$ cat src/rtl/ssd1331_cmd_sequencer_pkg.sv
// Shared encodings for the SSD1331 command sequencer: opcodes, panel command bytes, FSM states.
package ssd1331_cmd_sequencer_pkg;

   localparam logic [1:0] OP_PIXEL = 2'd0;
   localparam logic [1:0] OP_CLEAR = 2'd1;
   localparam logic [1:0] OP_RECT  = 2'd2;

   localparam logic [7:0] CMD_DISP_OFF  = 8'hAE;
   localparam logic [7:0] CMD_DISP_ON   = 8'hAF;
   localparam logic [7:0] CMD_COL_ADDR  = 8'h15;
   localparam logic [7:0] CMD_ROW_ADDR  = 8'h75;
   localparam logic [7:0] CMD_DRAW_RECT = 8'h22;
   localparam logic [7:0] CMD_CLEAR     = 8'h25;
   localparam logic [7:0] CMD_FILL      = 8'h26;

   localparam int         INIT_LEN = 39;
   localparam logic [6:0] X_MAX    = 7'd95;

   typedef enum logic [3:0] {
      ST_PWR_UP, ST_RST_LO, ST_RST_HI, ST_INIT, ST_VCC_WAIT, ST_DISP_ON,
      ST_IDLE, ST_LOAD, ST_SEND, ST_WAIT_TX, ST_GAP, ST_ACCEL_WAIT
   } state_t;

   // Which byte source the shared WAIT_TX/GAP path is currently serving.
   typedef enum logic [1:0] {PH_NONE, PH_INIT, PH_DISP, PH_REQ} phase_t;

endpackage

$ cat src/rtl/ssd1331_init_rom.sv
// SSD1331 power-up command table, indexed 0..38; combinational lookup.
module ssd1331_init_rom
   import ssd1331_cmd_sequencer_pkg::*;
(
   input  logic [5:0] idx,
   output logic [7:0] data
);

   always_comb begin
      data = 8'h00;
      case (idx)
         6'd0:  data = CMD_DISP_OFF;
         6'd1:  data = 8'hA0;  6'd2:  data = 8'h72;
         6'd3:  data = 8'hA1;  6'd4:  data = 8'h00;
         6'd5:  data = 8'hA2;  6'd6:  data = 8'h00;
         6'd7:  data = 8'hA4;
         6'd8:  data = 8'hA8;  6'd9:  data = 8'h3F;
         6'd10: data = 8'hAD;  6'd11: data = 8'h8E;
         6'd12: data = 8'hB0;  6'd13: data = 8'h0B;
         6'd14: data = 8'hB1;  6'd15: data = 8'h31;
         6'd16: data = 8'hB3;  6'd17: data = 8'hF0;
         6'd18: data = 8'h8A;  6'd19: data = 8'h64;
         6'd20: data = 8'h8B;  6'd21: data = 8'h78;
         6'd22: data = 8'h8C;  6'd23: data = 8'h64;
         6'd24: data = 8'hBB;  6'd25: data = 8'h3A;
         6'd26: data = 8'hBE;  6'd27: data = 8'h3E;
         6'd28: data = 8'h87;  6'd29: data = 8'h06;
         6'd30: data = 8'h81;  6'd31: data = 8'h91;
         6'd32: data = 8'h82;  6'd33: data = 8'h50;
         6'd34: data = 8'h83;  6'd35: data = 8'h7D;
         6'd36: data = 8'h2E;
         6'd37: data = CMD_FILL; 6'd38: data = 8'h01;
         default: data = 8'h00;
      endcase
   end

endmodule

$ cat src/rtl/ssd1331_cmd_sequencer.sv
// SSD1331 power-up sequencer and draw-request byte issuer for an 8-bit SPI shifter.
// Define SSD1331_RECT_EN to build the hardware-accelerated rectangle operation.
//
// state       | meaning
// PWR_UP      | PMODEN on, settle RST_CYCLES
// RST_LO      | RES_N low for RST_CYCLES
// RST_HI      | RES_N high, wait RST_CYCLES
// INIT        | start one init ROM byte
// VCC_WAIT    | VCCEN on, wait VCC_DELAY_CYCLES
// DISP_ON     | start display-on byte
// IDLE        | ready for a request
// LOAD        | validate latched request, build byte list
// SEND        | start one request byte
// WAIT_TX     | wait for shifter FINAL_TX
// GAP         | one idle cycle, pick next byte source
// ACCEL_WAIT  | let the panel finish a clear/rect
module ssd1331_cmd_sequencer
   import ssd1331_cmd_sequencer_pkg::*;
#(
   parameter int RST_CYCLES        = 30,
   parameter int VCC_DELAY_CYCLES  = 1000000,
   parameter int ACCEL_WAIT_CYCLES = 4000
) (
   input  logic        i_SCK,
   input  logic        i_RST_N,
   input  logic        i_REQ_VALID,
   output logic        o_REQ_READY,
   input  logic [1:0]  i_REQ_OP,
   input  logic [6:0]  i_REQ_X0,
   input  logic [6:0]  i_REQ_X1,
   input  logic [5:0]  i_REQ_Y0,
   input  logic [5:0]  i_REQ_Y1,
   input  logic [15:0] i_REQ_COLOR,
   output logic        o_REQ_ERR,
   output logic        o_INIT_DONE,
   output logic [7:0]  o_SPI_DATA,
   output logic        o_SPI_DC,
   output logic        o_SPI_START,
   input  logic        i_SPI_FINAL_TX,
   output logic        o_OLED_RES_N,
   output logic        o_OLED_VCCEN,
   output logic        o_OLED_PMODEN
);

   localparam int MAX_A   = (RST_CYCLES > VCC_DELAY_CYCLES) ? RST_CYCLES : VCC_DELAY_CYCLES;
   localparam int MAX_DLY = (MAX_A > ACCEL_WAIT_CYCLES) ? MAX_A : ACCEL_WAIT_CYCLES;
   localparam int WAIT_W  = (MAX_DLY > 2) ? $clog2(MAX_DLY) : 1;
   localparam logic [WAIT_W-1:0] RST_LD   = WAIT_W'(RST_CYCLES - 1);
   localparam logic [WAIT_W-1:0] VCC_LD   = WAIT_W'(VCC_DELAY_CYCLES - 1);
   localparam logic [WAIT_W-1:0] ACCEL_LD = WAIT_W'(ACCEL_WAIT_CYCLES - 1);

   state_t            state, nxt_state;
   phase_t            phase, nxt_phase;
   logic [WAIT_W-1:0] wait_cnt, nxt_wait;
   logic [5:0]        rom_idx, nxt_rom_idx;
   logic [3:0]        idx, nxt_idx, last;
   logic              accel, vccen, nxt_vccen, pmoden, init_done, nxt_init_done;
   logic [7:0]        rom_byte;

   logic [1:0]  req_op;
   logic [6:0]  req_x0, req_x1;
   logic [5:0]  req_y0, req_y1;
   logic [15:0] req_color;

   logic [8:0]  blist [13];
   logic [8:0]  blist_new [13];
   logic [3:0]  blast;
   logic        baccel, bad;

   ssd1331_init_rom u_rom (.idx(rom_idx), .data(rom_byte));

   // Byte list for the latched request; entries are {DC, byte}.
   always_comb begin
      for (int i = 0; i < 13; i++) blist_new[i] = 9'h000;
      blast  = 4'd0;
      baccel = 1'b0;
      bad    = 1'b0;
      case (req_op)
         OP_PIXEL: begin
            bad          = req_x0 > X_MAX;
            blast        = 4'd7;
            blist_new[0] = {1'b0, CMD_COL_ADDR};
            blist_new[1] = {2'b00, req_x0};
            blist_new[2] = {2'b00, req_x0};
            blist_new[3] = {1'b0, CMD_ROW_ADDR};
            blist_new[4] = {3'b000, req_y0};
            blist_new[5] = {3'b000, req_y0};
            blist_new[6] = {1'b1, req_color[15:8]};
            blist_new[7] = {1'b1, req_color[7:0]};
         end
         OP_CLEAR: begin
            blast        = 4'd4;
            baccel       = 1'b1;
            blist_new[0] = {1'b0, CMD_CLEAR};
            blist_new[3] = 9'h05F;
            blist_new[4] = 9'h03F;
         end
`ifdef SSD1331_RECT_EN
         OP_RECT: begin
            bad          = (req_x0 > X_MAX) || (req_x1 > X_MAX) ||
                           (req_x0 > req_x1) || (req_y0 > req_y1);
            blast        = 4'd10;
            baccel       = 1'b1;
            blist_new[0] = {1'b0, CMD_DRAW_RECT};
            blist_new[1] = {2'b00, req_x0};
            blist_new[2] = {3'b000, req_y0};
            blist_new[3] = {2'b00, req_x1};
            blist_new[4] = {3'b000, req_y1};
            for (int k = 0; k < 2; k++) begin
               blist_new[5+3*k] = {3'b000, req_color[15:11], 1'b0};
               blist_new[6+3*k] = {3'b000, req_color[10:5]};
               blist_new[7+3*k] = {3'b000, req_color[4:0], 1'b0};
            end
         end
`endif
         default: bad = 1'b1;
      endcase
   end

`ifndef SSD1331_RECT_EN
   logic rect_unused;
   assign rect_unused = ^{req_x1, req_y1};
`endif

   always_comb begin
      nxt_state     = state;
      nxt_phase     = phase;
      nxt_wait      = wait_cnt;
      nxt_rom_idx   = rom_idx;
      nxt_idx       = idx;
      nxt_vccen     = vccen;
      nxt_init_done = init_done;
      case (state)
         ST_PWR_UP, ST_RST_LO: begin
            if (wait_cnt == '0) begin
               nxt_state = (state == ST_PWR_UP) ? ST_RST_LO : ST_RST_HI;
               nxt_wait  = RST_LD;
            end else nxt_wait = wait_cnt - WAIT_W'(1);
         end
         ST_RST_HI: begin
            if (wait_cnt == '0) begin
               nxt_state   = ST_INIT;
               nxt_phase   = PH_INIT;
               nxt_rom_idx = 6'd0;
            end else nxt_wait = wait_cnt - WAIT_W'(1);
         end
         ST_INIT, ST_DISP_ON, ST_SEND: nxt_state = ST_WAIT_TX;
         ST_WAIT_TX: begin
            if (i_SPI_FINAL_TX) begin
               nxt_state = ST_GAP;
               if (phase == PH_DISP) nxt_init_done = 1'b1;
            end
         end
         ST_GAP: begin
            case (phase)
               PH_INIT: begin
                  if (rom_idx == 6'(INIT_LEN - 1)) begin
                     nxt_state = ST_VCC_WAIT;
                     nxt_wait  = VCC_LD;
                     nxt_vccen = 1'b1;
                  end else begin
                     nxt_state   = ST_INIT;
                     nxt_rom_idx = rom_idx + 6'd1;
                  end
               end
               PH_DISP: nxt_state = ST_IDLE;
               default: begin
                  if (idx == last) begin
                     nxt_state = accel ? ST_ACCEL_WAIT : ST_IDLE;
                     nxt_wait  = ACCEL_LD;
                  end else begin
                     nxt_state = ST_SEND;
                     nxt_idx   = idx + 4'd1;
                  end
               end
            endcase
         end
         ST_VCC_WAIT: begin
            if (wait_cnt == '0) begin
               nxt_state = ST_DISP_ON;
               nxt_phase = PH_DISP;
            end else nxt_wait = wait_cnt - WAIT_W'(1);
         end
         ST_IDLE: if (i_REQ_VALID) nxt_state = ST_LOAD;
         ST_LOAD: begin
            if (bad) nxt_state = ST_IDLE;
            else begin
               nxt_state = ST_SEND;
               nxt_phase = PH_REQ;
               nxt_idx   = 4'd0;
            end
         end
         ST_ACCEL_WAIT: begin
            if (wait_cnt == '0) nxt_state = ST_IDLE;
            else nxt_wait = wait_cnt - WAIT_W'(1);
         end
         default: nxt_state = ST_PWR_UP;
      endcase
   end

   always_ff @(posedge i_SCK or negedge i_RST_N) begin
      if (!i_RST_N) begin
         state     <= ST_PWR_UP;
         phase     <= PH_NONE;
         wait_cnt  <= RST_LD;
         rom_idx   <= 6'd0;
         idx       <= 4'd0;
         vccen     <= 1'b0;
         pmoden    <= 1'b0;
         init_done <= 1'b0;
      end else begin
         state     <= nxt_state;
         phase     <= nxt_phase;
         wait_cnt  <= nxt_wait;
         rom_idx   <= nxt_rom_idx;
         idx       <= nxt_idx;
         vccen     <= nxt_vccen;
         pmoden    <= 1'b1;
         init_done <= nxt_init_done;
      end
   end

   always_ff @(posedge i_SCK or negedge i_RST_N) begin
      if (!i_RST_N) begin
         req_op    <= 2'd0;
         req_x0    <= 7'd0;
         req_x1    <= 7'd0;
         req_y0    <= 6'd0;
         req_y1    <= 6'd0;
         req_color <= 16'h0000;
         last      <= 4'd0;
         accel     <= 1'b0;
         for (int i = 0; i < 13; i++) blist[i] <= 9'h000;
      end else begin
         if (state == ST_IDLE && i_REQ_VALID) begin
            req_op    <= i_REQ_OP;
            req_x0    <= i_REQ_X0;
            req_x1    <= i_REQ_X1;
            req_y0    <= i_REQ_Y0;
            req_y1    <= i_REQ_Y1;
            req_color <= i_REQ_COLOR;
         end
         if (state == ST_LOAD && !bad) begin
            last  <= blast;
            accel <= baccel;
            for (int i = 0; i < 13; i++) blist[i] <= blist_new[i];
         end
      end
   end

   always_comb begin
      o_SPI_DATA = 8'h00;
      o_SPI_DC   = 1'b0;
      case (phase)
         PH_INIT: o_SPI_DATA = rom_byte;
         PH_DISP: o_SPI_DATA = CMD_DISP_ON;
         PH_REQ:  {o_SPI_DC, o_SPI_DATA} = blist[idx];
         default: o_SPI_DATA = 8'h00;
      endcase
   end

   assign o_REQ_READY   = (state == ST_IDLE);
   assign o_REQ_ERR     = (state == ST_LOAD) && bad;
   assign o_SPI_START   = (state == ST_INIT) || (state == ST_DISP_ON) || (state == ST_SEND);
   assign o_INIT_DONE   = init_done;
   assign o_OLED_RES_N  = (state != ST_RST_LO);
   assign o_OLED_VCCEN  = vccen;
   assign o_OLED_PMODEN = pmoden;

endmodule
$ cat config.mk
export PLATFORM = sky130hd
export DESIGN_NAME = ssd1331_cmd_sequencer
export DESIGN_NICKNAME = d
export VERILOG_FILES = /design/src/rtl/ssd1331_cmd_sequencer_pkg.sv /design/src/rtl/ssd1331_init_rom.sv /design/src/rtl/ssd1331_cmd_sequencer.sv
export SDC_FILE = /design/constraint.sdc
export NUM_CORES = 1
export LEC_CHECK = 0
export CAP_MARGIN = 20
export CORE_MARGIN = 3
export CORE_UTILIZATION = 45
export DETAILED_ROUTE_END_ITERATION = 8
export PLACE_DENSITY = 0.65
export SLEW_MARGIN = 25
export SYNTH_ARGS = -nofsm -noshare
export SYNTH_HDL_FRONTEND = slang
export SYNTH_SLANG_ARGS = --single-unit
$ cat constraint.sdc
create_clock -name i_SCK -period 3.5 [get_ports i_SCK]
set_clock_uncertainty 0.2 [all_clocks]
set_input_delay 0.35 -clock i_SCK [delete_from_list [all_inputs] [get_ports i_SCK]]
set_output_delay 0.35 -clock i_SCK [all_outputs]
set_load 0.03 [all_outputs]
# Yosys cells after proc, flatten, opt, wreduce, memory -nomap -nowiden

Memory sizes are Yosys's and may differ from the RTL's.
Index checks and enable logic that the tools add are counted.

Memory bits (read-only): 512
Input port bits: 48
Memories kept: 1
Bits in registers: 147
Word-level logic and storage cells: 129
Output and inout bits: 16

Muxes and demuxes: 43
$add $sub $neg: 3
Reductions and logical operators: 24
Bitwise operators: 1
Equality and inequality tests: 33
$lt $le $gt $ge: 2

Memory list:

| memory           | depth | bits a word | rd ports | clocked after memory_dff | wr ports | RTL line               | text |
|---|---|---|---|---|---|---|---|
| (name not given) | 64    | 8           | 1        | 0                        | 0        | ssd1331_init_rom.sv:11 | `case (idx)` |

Operator list:

| kind                                                 | count |
|---|---|
| two-way mux 20 bit                                   | 4 |
| one-hot mux 20 bit (3 select lines)                  | 1 |
| two-way mux 4 bit                                    | 12 |
| one-hot mux 20 bit (2 select lines)                  | 1 |
| binary-select mux 9 bit (select 4 bit)               | 1 |
| one-hot mux 4 bit (9 select lines)                   | 1 |
| one-hot mux 16 bit (2 select lines)                  | 1 |
| != test 2 bit, second input constant                 | 13 |
| two-way mux 24 bit                                   | 1 |
| one-hot mux 6 bit (2 select lines)                   | 2 |
| one-hot mux 8 bit (3 select lines)                   | 1 |
| zero test 20 bit                                     | 1 |
| subtractor 20 x 1 -> 20 bit, second input constant   | 1 |
| two-way mux 6 bit                                    | 3 |
| two-way mux 9 bit                                    | 2 |
| equality test 4 x 3 -> 1 bit, second input constant  | 4 |
| equality test 4 bit, second input constant           | 4 |
| two-way mux 16 bit                                   | 1 |
| one-hot mux 4 bit (2 select lines)                   | 2 |
| AND reduction 4 bit                                  | 3 |
| equality test 4 x 2 -> 1 bit, second input constant  | 2 |
| two-way mux 2 bit                                    | 4 |
| greater-than comparator 7 bit, second input constant | 1 |
| adder 6 x 1 -> 6 bit, second input constant          | 1 |
| other kinds (27)                                     | 39 |

# Longest topological paths before layout

Depth after elaboration: 5
Mapped depth: 10
Gate-level depth less buffers: 8

# Cells and area by module

A second synthesis with hierarchy kept.

Cell total of the unflattened synthesis: 706
Area total of the unflattened synthesis: 6622.6 um^2

Modules (own cells, without submodules):

| module                | area each (um^2) | instances | sequential area each (um^2) | cells an instance |
|---|---|---|---|---|
| ssd1331_cmd_sequencer | 5969.5           | 1         | 2757.6                      | 609 |
| ssd1331_init_rom      | 653.1            | 1         | 0.0                         | 97 |

# Worst setup path before layout

No wires, ideal clock.

Path type: register to output
Start: register rom_idx[0]
End: output port o_SPI_DATA[7]
Required time: 2950 ps
Data arrival time: 2293 ps
Stages on the path, launching flop included: 9
Slack: 657 ps
Buffers on the path: 1
Cell sequence: dfrtp_1 -> clkbuf_1 -> inv_1 -> ha_1 -> nor2_1 -> mux4_2 -> o21ai_0 -> o211ai_1 -> a21oi_1

Cells in the longest elaborated chain, start to end: 2

Ends and longest elaborated chain:

| element                            | RTL line                     | text |
|---|---|---|
| start: declaration                 | ssd1331_cmd_sequencer.sv:55  | `logic [5:0] rom_idx, nxt_rom_idx;` |
| start signal: assignment           | ssd1331_cmd_sequencer.sv:215 | `rom_idx <= nxt_rom_idx;` |
| memory read (64 x 8 bit)           | -                            |  |
| one-hot mux 8 bit (3 select lines) | ssd1331_cmd_sequencer.sv:254 | `case (phase)` |
| end: declaration                   | ssd1331_cmd_sequencer.sv:36  | `output logic [7:0] o_SPI_DATA,` |

Every way passes these cells.

# Worst setup path in the final report

Start: register rom_idx[0]
End: output port o_SPI_DATA[5]

The elaborated chain is that of the path after synthesis.

==> out/results.md <==
| Item | Value |
|:---|:---|
| Status | complete, no violations |
| Count of distinct cell types in the synthesized netlist | 63 |
| Transition time at the pin with the least slew margin | 858 ps |
| Combined global-route utilization of all metal layers | 19.8% |
| Top cells by area, synth | sky130_fd_sc_hd__dfrtp_1 (41%), sky130_fd_sc_hd__o21ai_0 (7.7%), sky130_fd_sc_hd__mux2_2 (6.6%), sky130_fd_sc_hd__nand2_1 (5.1%), sky130_fd_sc_hd__a21oi_1 (3.4%) |
| DR vias/cell | 5.79 |
| Number of sinks handled by clock tree synthesis | 110 |
| Switch Pwr | 0.562 mW |
| NumNets Final | 815 |
| TritonCTS Buffers | 9 |
| Filler cell count in the final layout | 1260 |
| Core outline area | 14000 µm² |
| Worst hold path depth | 1 |
| Launch instance of the worst min-delay path | o_INIT_DONE$_DFFE_PN0P_ |
| Buffer type at the clock tree root | sky130_fd_sc_hd__clkbuf_16 |
| Leading register cell type out of synthesis | sky130_fd_sc_hd__dfrtp_1 |
| Clock tree from TritonCTS | done |
| Worst setup slack for register-to-register paths | 530 ps |
| Net Sw Frac | 22.9% |
| Power density over the cells | 325 nW/µm² |
| Area of placed instances | 7190 µm² |
| Row count | 43 |
| Die boundary width | 126 µm |
| Crit path setup slack, layout | 98.0 ps |
| Total wire length | 15600 µm |
| Register clock-pin slew on the reported worst setup and hold paths | 80 ps |
| Class of the worst hold path | reg2reg |
| Cell type with the highest aggregate area in the netlist | sky130_fd_sc_hd__dfrtp_1 |
| Tcrit/Tclk final | 97.2% |
| Number of global-route vias before repair | 5226 |
| Power share of the clock group | 45.4% |
| Worst-case setup slack after placement | 207 ps |
| Required time of the critical path | 2950 ps |
| Clock latency reported for the late side of the worst-skew pair | 350 ps |
| Antenna violations before repair | 0 |
| Static leakage power | 3.15 nW |
| Largest net degree at the start of global routing | 76 |
| DRC | 0 |
| P&R area growth vs syn | 16.6% |
| Critical path type | reg2out |
| Remaining antenna violation count after routing | 0 |
| Violation count after the first detailed-routing iteration | 549 |
| End of the worst register-to-register path | rom_idx[3]$_DFFE_PN0P_ |
| Effective utilization at floorplan | 46.2% |
| Mapped Avg Cell Area | 9.06 µm² |
| Buffers added on ports | 50 |
| Global-route wire length before repair | 26100 µm |
| Post-route minimum period | 3400 ps |
| Number of top-level pins | 64 |
| Fraction of layout cells with a size suffix above 1 | 14.3% |
| Worst IR Drop VDD | 0.428 mV |
| Final core utilization | 53.9% |
| Depth of the most critical reg-to-reg path | 8 |
| Max-slew violation count | 0 |
| Synthesized Nets | 779 |
| Worst Hold Slack | 279 ps |
| Area occupied by multi-input gates | 3420 µm² |
| Arrival time reported for the critical path endpoint | 2850 ps |
| Placed Cells incl. Taps | 918 |
| Die area | 15800 µm² |
| Worst min-delay path endpoint | o_INIT_DONE$_DFFE_PN0P_ |
| Synthesized instance count | 714 |
| Post-synth EDFFs | 0 |
| Sum of net half-perimeters after detailed placement | 11000 µm |
| Type of destination of the critical path | primary output |
| Number of cells in the finished layout apart from fillers | 935 |
| #FFs+latches synth | 110 |
| Sequential share of power | 51.8% |
| RSZ-0062 raised after global routing | yes |
| Synthesis warning total | 0 |
| Max-cap violations | 0 |
| Setup-failing EPs final | 0 |
| Headroom to the max-slew limit | 42.5% |
| Wire length per cell | 16.7 µm |
| Die extent in y | 126 µm |
| Max clock buf depth | 2 |
| Number of endpoints with negative hold slack in the final report | 0 |
| Congestion Overflow GR | 0 |
| Area share of the largest cell type after synthesis | 41.0% |
| Sequential fraction of the synthesis area | 42.6% |
| Portion of total power attributed to combinational logic | 2.8% |
| FFs w/ async S/R, synth | 100% |
| Crit Path Max Fanout | 7 |
| Maximum achievable frequency | 294 MHz |
| Routability congestion estimate | 0.891 |
| Design Area, Final | 7540 µm² |
| Level count of the clock H-tree | 3 |
| Netlist area before placement | 6470 µm² |
| Total negative setup slack | 0 ps |
| Total via count in the routed design | 5413 |
| Pre-antenna DRT Iters | 7 |
| Antenna diode count | 0 |
| Cell-internal power | 1.89 mW |
| Reg-to-Reg Start | wait_cnt[1]$_DFFE_PN0P_ |
| Register Area | 2760 µm² |
| Kind of launch point of the worst setup path | flip-flop |
| Total Power Consumption | 2.45 mW |
## synthesized netlist by cell type (all sizes together), types with 8 or more instances
master	number
mux2i	8
mux2	38
buf	9
mux4	8
nand2	88
clkbuf	43
a21oi	44
ha	17
inv	22
nand2b	30
nand3	14
nor2	39
a31oi	8
nor2b	12
dfrtp	106
nor3	12
o21ai	100
o31ai	11
## cell usage in the layout, fill, tap and decap left out, types with 4 or more instances in the layout
cell,n
sky130_fd_sc_hd__dfrtp_1,103
sky130_fd_sc_hd__o21ai_0,100
sky130_fd_sc_hd__nand2_1,88
sky130_fd_sc_hd__clkdlybuf4s50_1,45
sky130_fd_sc_hd__a21oi_1,44
sky130_fd_sc_hd__nor2_1,39
sky130_fd_sc_hd__mux2_2,38
sky130_fd_sc_hd__nand2b_1,30
sky130_fd_sc_hd__buf_4,26
sky130_fd_sc_hd__inv_1,22
sky130_fd_sc_hd__ha_1,15
sky130_fd_sc_hd__nand3_1,14
sky130_fd_sc_hd__nor2b_1,12
sky130_fd_sc_hd__nor3_1,11
sky130_fd_sc_hd__o31ai_1,11
sky130_fd_sc_hd__clkbuf_16,9
sky130_fd_sc_hd__mux4_2,8
sky130_fd_sc_hd__mux2i_1,8
sky130_fd_sc_hd__a31oi_1,8
sky130_fd_sc_hd__a211oi_1,7
sky130_fd_sc_hd__o211ai_1,7
sky130_fd_sc_hd__a22oi_1,6
sky130_fd_sc_hd__or3_1,6
sky130_fd_sc_hd__xor2_1,5
sky130_fd_sc_hd__a211o_1,5
sky130_fd_sc_hd__nand4_1,5
sky130_fd_sc_hd__o22ai_1,5
sky130_fd_sc_hd__a221oi_1,4
sky130_fd_sc_hd__or2_2,4
sky130_fd_sc_hd__dfstp_2,4
## state kept, by name, summed over array words and instances (netlist names)
signal	count
accel	1
blist	39
idx	4
o_INIT_DONE	1
o_OLED_PMODEN	1
o_OLED_VCCEN	1
phase	2
req_color	16
req_op	2
req_x0	7
req_y0	6
rom_idx	6
state	4
wait_cnt	20
## final cells by class
type                    instances  share of cell area [%]
clock buffers                   9                    2.99
clock inverters                 7                    1.34
inverters                      23                    1.15
multi-input cells             529                    45.4
flip-flops and latches        110                    36.6
well taps                     180                    2.99
repair buffers                 77                    9.48
## cells by family after synthesis
family	count (synthesis)	share of synthesized area [%]
AO/OA/AOI/OAI	218	20.0
flip-flops	110	42.6
AND/OR/NAND/NOR	230	17.6
XOR/XNOR	7	0.948
multiplexers	54	10.6
other	1	0.0580
buffers and inverters	75	4.49
adder cells (fa/ha/maj)	19	3.60
## worst max path at each step
stage	start	end	slack (ps)	cells after the start
after global routing	rom_idx[2]$_DFFE_PN0P_	o_SPI_DATA[6]	-60	7
after global placement	rom_idx[0]$_DFFE_PN0P_	o_SPI_DATA[7]	240	8
final	rom_idx[0]$_DFFE_PN0P_	o_SPI_DATA[5]	100	9
after detailed placement	rom_idx[1]$_DFFE_PN0P_	o_SPI_DATA[4]	210	8
after floorplan	rom_idx[0]$_DFFE_PN0P_	o_SPI_DATA[7]	660	8
after CTS	idx[1]$_DFFE_PN0P_	o_SPI_DATA[5]	10	9
## timing repair
action | CTS | global route
gates resized for setup | 3 | 6
hold endpoints to repair | 59 | 0
setup buffers | 0 | 0
hold buffers | 1 | 0
setup endpoints to repair | 3 | 8
## critical path, cell delays in order, from the launching register on
cell                              delay [ps]
sky130_fd_sc_hd__dfrtp_1                 390
sky130_fd_sc_hd__inv_1                   210
sky130_fd_sc_hd__buf_4                   180
sky130_fd_sc_hd__ha_1                    150
sky130_fd_sc_hd__and3_1                  160
sky130_fd_sc_hd__a211oi_1                 50
sky130_fd_sc_hd__a311o_1                 360
sky130_fd_sc_hd__a221oi_1                310
sky130_fd_sc_hd__nor2_1                   90
sky130_fd_sc_hd__clkdlybuf4s50_1         610
## per-layer routing
| metal | wire length (µm) | track usage [%] | up-vias |
|---|---|---|---|
| li1 | - | - | 2615 |
| met1 | 7220 | 27.3 | 2661 |
| met2 | 7680 | 32.3 | 115 |
| met3 | 473 | 3.44 | 22 |
| met4 | 263 | 5.74 | 0 |
| met5 | 0 | 0 | - |
## power groups by stage
stage / combinational (mW) / clock, mW / sequential (mW)
floorplan: 0.000499 / 0 / 1.30
global placement: 0.0699 / 0 / 1.30
detailed placement: 0.0711 / 0 / 1.30
CTS: 0.0725 / 1.13 / 1.27
global route: 0.0773 / 1.18 / 1.27
finish: 0.0689 / 1.11 / 1.27
Power figures use the tool's default switching activity.
==> variant 1, RTL diff (same settings) <==
The option `SSD1331_RECT_EN` is turned on by a define.
--- a/src/rtl/ssd1331_cmd_sequencer.sv
+++ b/src/rtl/ssd1331_cmd_sequencer.sv
@@ -14,6 +14,8 @@
 // WAIT_TX     | wait for shifter FINAL_TX
 // GAP         | one idle cycle, pick next byte source
 // ACCEL_WAIT  | let the panel finish a clear/rect
+`define SSD1331_RECT_EN
+
 module ssd1331_cmd_sequencer
    import ssd1331_cmd_sequencer_pkg::*;
 #(
Formal check against the unedited RTL: no difference found for any inputs over 10 cycles, from zero or initial values and one cycle with i_RST_N low; that may be too few to reach the edited logic, so the function may still have changed.
==> variant 1 against the original RTL <==
- cell count increased by 32%
- design area increased by 42%
- sequential power increased by 39%
- sequential cell count increased by 43
- critical path type unchanged
- total power increased by 52%
- largest cell class unchanged
- non-clock buffer count increased by 24
- worst hold slack got worse by 0.027 ns
- routed wire length increased by 49%
- area after synthesis increased by 40%
- worst setup slack got worse by 0.011 ns
- critical endpoint is now o_SPI_DATA[2]
==> variant 1: results (changes against the original RTL) <==
| Metric | Value |
|---|---|
| DRT iter0 DRCs | `686 (+25%)` |
| Psw | `0.000815 W (+45%)` |
| DR vias/cell | `5.90 (+1.9%)` |
| GRT Util Overall | `21.8% (+2.0 points)` |
| Outcome | `finished clean` |
| Clock Latency Late Sink | `0.43 ns (+0.08 ns)` |
| Synthesized netlist cell count | `894 (+25%)` |
| Vias in the first global route | `6,930 (+33%)` |
| Synth cell types | `78 (+24%)` |
| Pre-CTS setup slack | `0.294 ns (+0.0872 ns)` |
| CP arrival | `2.86 ns (about the same)` |
| Hold wc startpoint | `o_OLED_VCCEN` |
| Final GP Congestion | `0.913 (+2.5%)` |
| Most frequent cells after synthesis | `149 x dfrtp_1, 86 x nand2_1, 81 x mux2_2, 51 x o21ai_0, 49 x inv_1` |
| Top Registers | `blist (67), wait_cnt (20), req_color (16)` |
| Layout cell share with drive strength beyond 1 | `19.8% (+5.4 points)` |
| R2R Path End | `wait_cnt[11]` |
| Dpl hpwl | `16,500 um (+50%)` |
| Slew @ Worst Pin | `0.645 ns (-0.213 ns)` |
| First-pass GRT wire length | `38,000 um (+46%)` |
| Leakage | `4.81 nW (+53%)` |
| Hold EP | `o_OLED_VCCEN` |
| H-tree depth | `4 (+1)` |
| Final net count | `1,039 (+27%)` |
| Largest cells by area after synthesis | `dfrtp_1 41%, mux2_2 10%, ha_1 5.1%` |
| Reg2reg setup slack | `0.45 ns (-0.08 ns)` |
| Port buffer count | `63 (+26%)` |
| Cells on worst reg2reg path | `9 (+1)` |
| Clock transition at path regs | `0.06 ns (-0.02 ns)` |
| Num CTS Buffers | `17 (+8)` |
-- variant 1: cell types whose count changed in the layout (fill, tap and decap cells not counted), sizes merged, moves of 14 or more --
cell	unedited run	this run
ha	17	37
mux2	38	81
nand2b	30	10
o21ai	100	51
inv	25	53
buf	27	41
dfrtp	106	149
a22o	0	46
-- variant 1: area by class of cell --
cell class,instances,area (sq um)
clock buffers,21,460
multi-input cells,632,4800
fillers,1747,8900
flip-flops and latches,153,3840
inverters,49,184
repair buffers,101,942
well taps,265,332
clock inverters,11,136
-- variant 1: worst max-delay path by stage --
stage                        start            end  slack, ns  cells after the start
after floorplan             idx[0]  o_SPI_DATA[0]       0.53                      8
after global placement      idx[0]  o_SPI_DATA[3]       0.31                      6
after detailed placement    idx[0]  o_SPI_DATA[5]       0.29                      7
after CTS                   idx[0]  o_SPI_DATA[3]       0.04                      6
after global routing      phase[0]  o_SPI_DATA[7]      -0.02                      5
final                       idx[0]  o_SPI_DATA[2]       0.09                      7
-- variant 1: metrics by stage --
step                instance area (sq um)  setup TNS, ns  hold slack [ns]
detailed placement                  10100              0            0.201
CTS                                 10700              0            0.258
global placement                    10100              0            0.204
global route                        10700        -0.0249            0.266
floorplan                            9050              0           -0.146
finish                              10700              0            0.252
-- variant 1: kinds of logic (layout without fill, tap and decap cells) --
logic type | after synthesis | after routing | synth area share, %
other cells | 1 | 1 | 0.0415
mux | 109 | 109 | 14.7
compound gates | 247 | 247 | 19.4
xor+xnor | 6 | 6 | 0.581
simple gates | 231 | 231 | 12.8
flops | 153 | 153 | 42.4
buf+inv | 109 | 182 | 4.81
fa+ha+maj | 38 | 38 | 5.23
-- variant 1: power by group through the flow --
stage	clock (W)	combinational [W]	sequential, W
2_1_floorplan	0	0.000000721	0.00180
3_3_place_gp	0	0.0000971	0.00180
3_5_place_dp	0	0.0000970	0.00180
4_1_cts	0.00190	0.0000983	0.00177
5_1_grt	0.00199	0.000106	0.00177
6_report	0.00187	0.0000940	0.00177
-- variant 1: per-layer routing --
metal	up-vias	GRT usage (%)	share of wire, %	wire length, um
met5	-	0	0	0
met2	212	33.9	47	10800
li1	3427	-	-	-
met1	3610	31.8	47	10900
met3	21	4.45	5.6	1290
met4	0	4.52	1.2	269
-- variant 1: what timing repair did --
item / CTS / global route
endpoints found under the hold margin: 66 / 0
resized for setup: 1 / 7
hold buffers: 1 / 0
endpoints found under the setup margin: 4 / 5
==> variant 2, RTL diff (config.mk and constraints unchanged) <==
Made on the original files. Register the output `o_OLED_PMODEN` once more, cleared by the reset; this adds one clock of latency there. The other outputs are not delayed to match.
--- a/src/rtl/ssd1331_cmd_sequencer.sv
+++ b/src/rtl/ssd1331_cmd_sequencer.sv
@@ -265,6 +265,12 @@
    assign o_INIT_DONE   = init_done;
    assign o_OLED_RES_N  = (state != ST_RST_LO);
    assign o_OLED_VCCEN  = vccen;
-   assign o_OLED_PMODEN = pmoden;
+   always_ff @(posedge i_SCK or negedge i_RST_N) begin
+      if (!i_RST_N) begin
+         o_OLED_PMODEN <= '0;
+      end else begin
+         o_OLED_PMODEN <= pmoden;
+      end
+   end
 
 endmodule
Formal check against the unedited RTL: not equivalent (Yosys sat finds a counterexample within 4 cycles, from zero or initial values and one cycle with i_RST_N low).
==> variant 2 against the original RTL <==
- total power shrank 2.1%
- worst setup slack improved by 0.11 ns
- routed wire length shrank 0.40%
- worst hold slack lost 0.13 ns
- global-route usage is 0.26 points higher
- design area about the same
- largest cell class unchanged
- area after synthesis is 0.39% higher
- highest routed layer unchanged
- critical endpoint is now o_SPI_DATA[7]
- sequential cell count rose by 1
- cell count is 0.11% lower
==> variant 2: results (changes against the original RTL) <==
| Metric | Value |
|---|---|
| Min-Delay Path Depth | `0 (-1)` |
| Non-CTS inverters | `23 (unchanged)` |
| Hold EP | `o_OLED_PMODEN` |
| Fraction of the yosys area taken by sequential cells | `42.9% (+0.22 points)` |
| Clk power | `0.00105 W (-5%)` |
| Largest cells by area after synthesis | `dfrtp_1 41%, o21ai_0 7.7%, mux2_2 6.6%` |
| Largest net degree at the start of global routing | `79 (+3.9%)` |
| Clock Power Share | `43.7% (-1.7 points)` |
| H-tree depth | `3 (unchanged)` |
| Final net count | `814 (-0.12%)` |
| Post-synthesis adder-cell area fraction | `3.59% (-0.014 points)` |
| Dpl hpwl | `10,900 um (-0.98%)` |
| Mux cell area share after synthesis | `10.6% (-0.041 points)` |
| Vias in the first global route | `5,320 (+1.8%)` |
| Hold WC Path Type | `reg2reg` |
| Layout cell share with drive strength beyond 1 | `13.8% (-0.51 points)` |
| Crit path to | `o_SPI_DATA[7]` |
| DR vias/cell | `5.76 (-0.56%)` |
| Outcome | `finished clean` |
| Signal buffers | `75 (-2.6%)` |
| Num sequential | `111 (+0.91%)` |
| DRT iter0 DRCs | `466 (-15%)` |
| Most frequent cells after synthesis | `107 x dfrtp_1, 100 x o21ai_0, 88 x nand2_1, 44 x a21oi_1, 43 x clkbuf_1` |
| Pre-CTS setup slack | `0.278 ns (+0.0707 ns)` |
| Top Registers | `blist (39), wait_cnt (20), req_color (16)` |
| Non-clock buffer share | `9.51% (+0.030 points)` |
| Hold wc startpoint | `pmoden` |
| Peak supply drop | `0.304 mV (-29%)` |
| Leakage | `3.19 nW (+1.3%)` |
| Period utilisation layout | `94.0% (-3.2 points)` |
| GRT Util Overall | `20.1% (+0.26 points)` |
| CP arrival | `2.74 ns (-0.11 ns)` |
| Top delay family on crit path | `buffers and inverters` |
| Final wirelength | `15,600 um (-0.40%)` |
| Clock-cell share | `4.05% (-0.28 points)` |
| Critical path's slowest cell | `mux4_2` |
| Synth cell types | `63 (unchanged)` |
| Post-synthesis compound-gate area fraction | `19.9% (-0.077 points)` |
| CTS Buffer Depth | `2 (unchanged)` |
| Seq area share | `36.9% (+0.30 points)` |
| Multi-input logic portion of the cell area | `45.4% (-0.048 points)` |
| Xor/xnor share of the synthesized area | `0.944% (-0.0037 points)` |
| Final hold slack | `0.152 ns (-0.127 ns)` |
| Inserted Diodes | `0 (unchanged)` |
| Fillers | `1,314 (+4.3%)` |
| Synth Net Count | `780 (+0.13%)` |
| First-pass GRT wire length | `26,400 um (+1.5%)` |
| Final GP Congestion | `0.846 (-5.0%)` |
-- variant 2: changes by cell type in the layout (fill, tap and decap cells not counted), sizes merged --
cell	before	now
buf	27	25
bufinv	1	0
clkdlybuf4s50	45	43
clkinv	3	4
clkinvlp	1	0
dfrtp	106	107
dlymetal6s2s	1	3
inv	25	26
-- variant 2: routing by layer --
layer / track usage (%) / up-vias / wire length [um]
met4: 6.44 / 0 / 297
met3: 3.39 / 25 / 516
met1: 26.9 / 2618 / 7050
met2: 33.3 / 108 / 7710
met5: 0 / - / 0
li1: - / 2626 / -
-- variant 2: metrics by stage --
stage / cells / cell area [sq um]
floorplan: 715 / 6490
global placement: 917 / 7220
detailed placement: 917 / 7220
CTS: 934 / 7530
global route: 934 / 7540
finish: 934 / 7540
-- variant 2: what timing repair did --
action | CTS | global route
gates cloned | 0 | 0
hold endpoints to repair | 33 | 0
endpoints found under the setup margin | 4 | 4
resized for setup | 4 | 5
hold buffers | 1 | 0
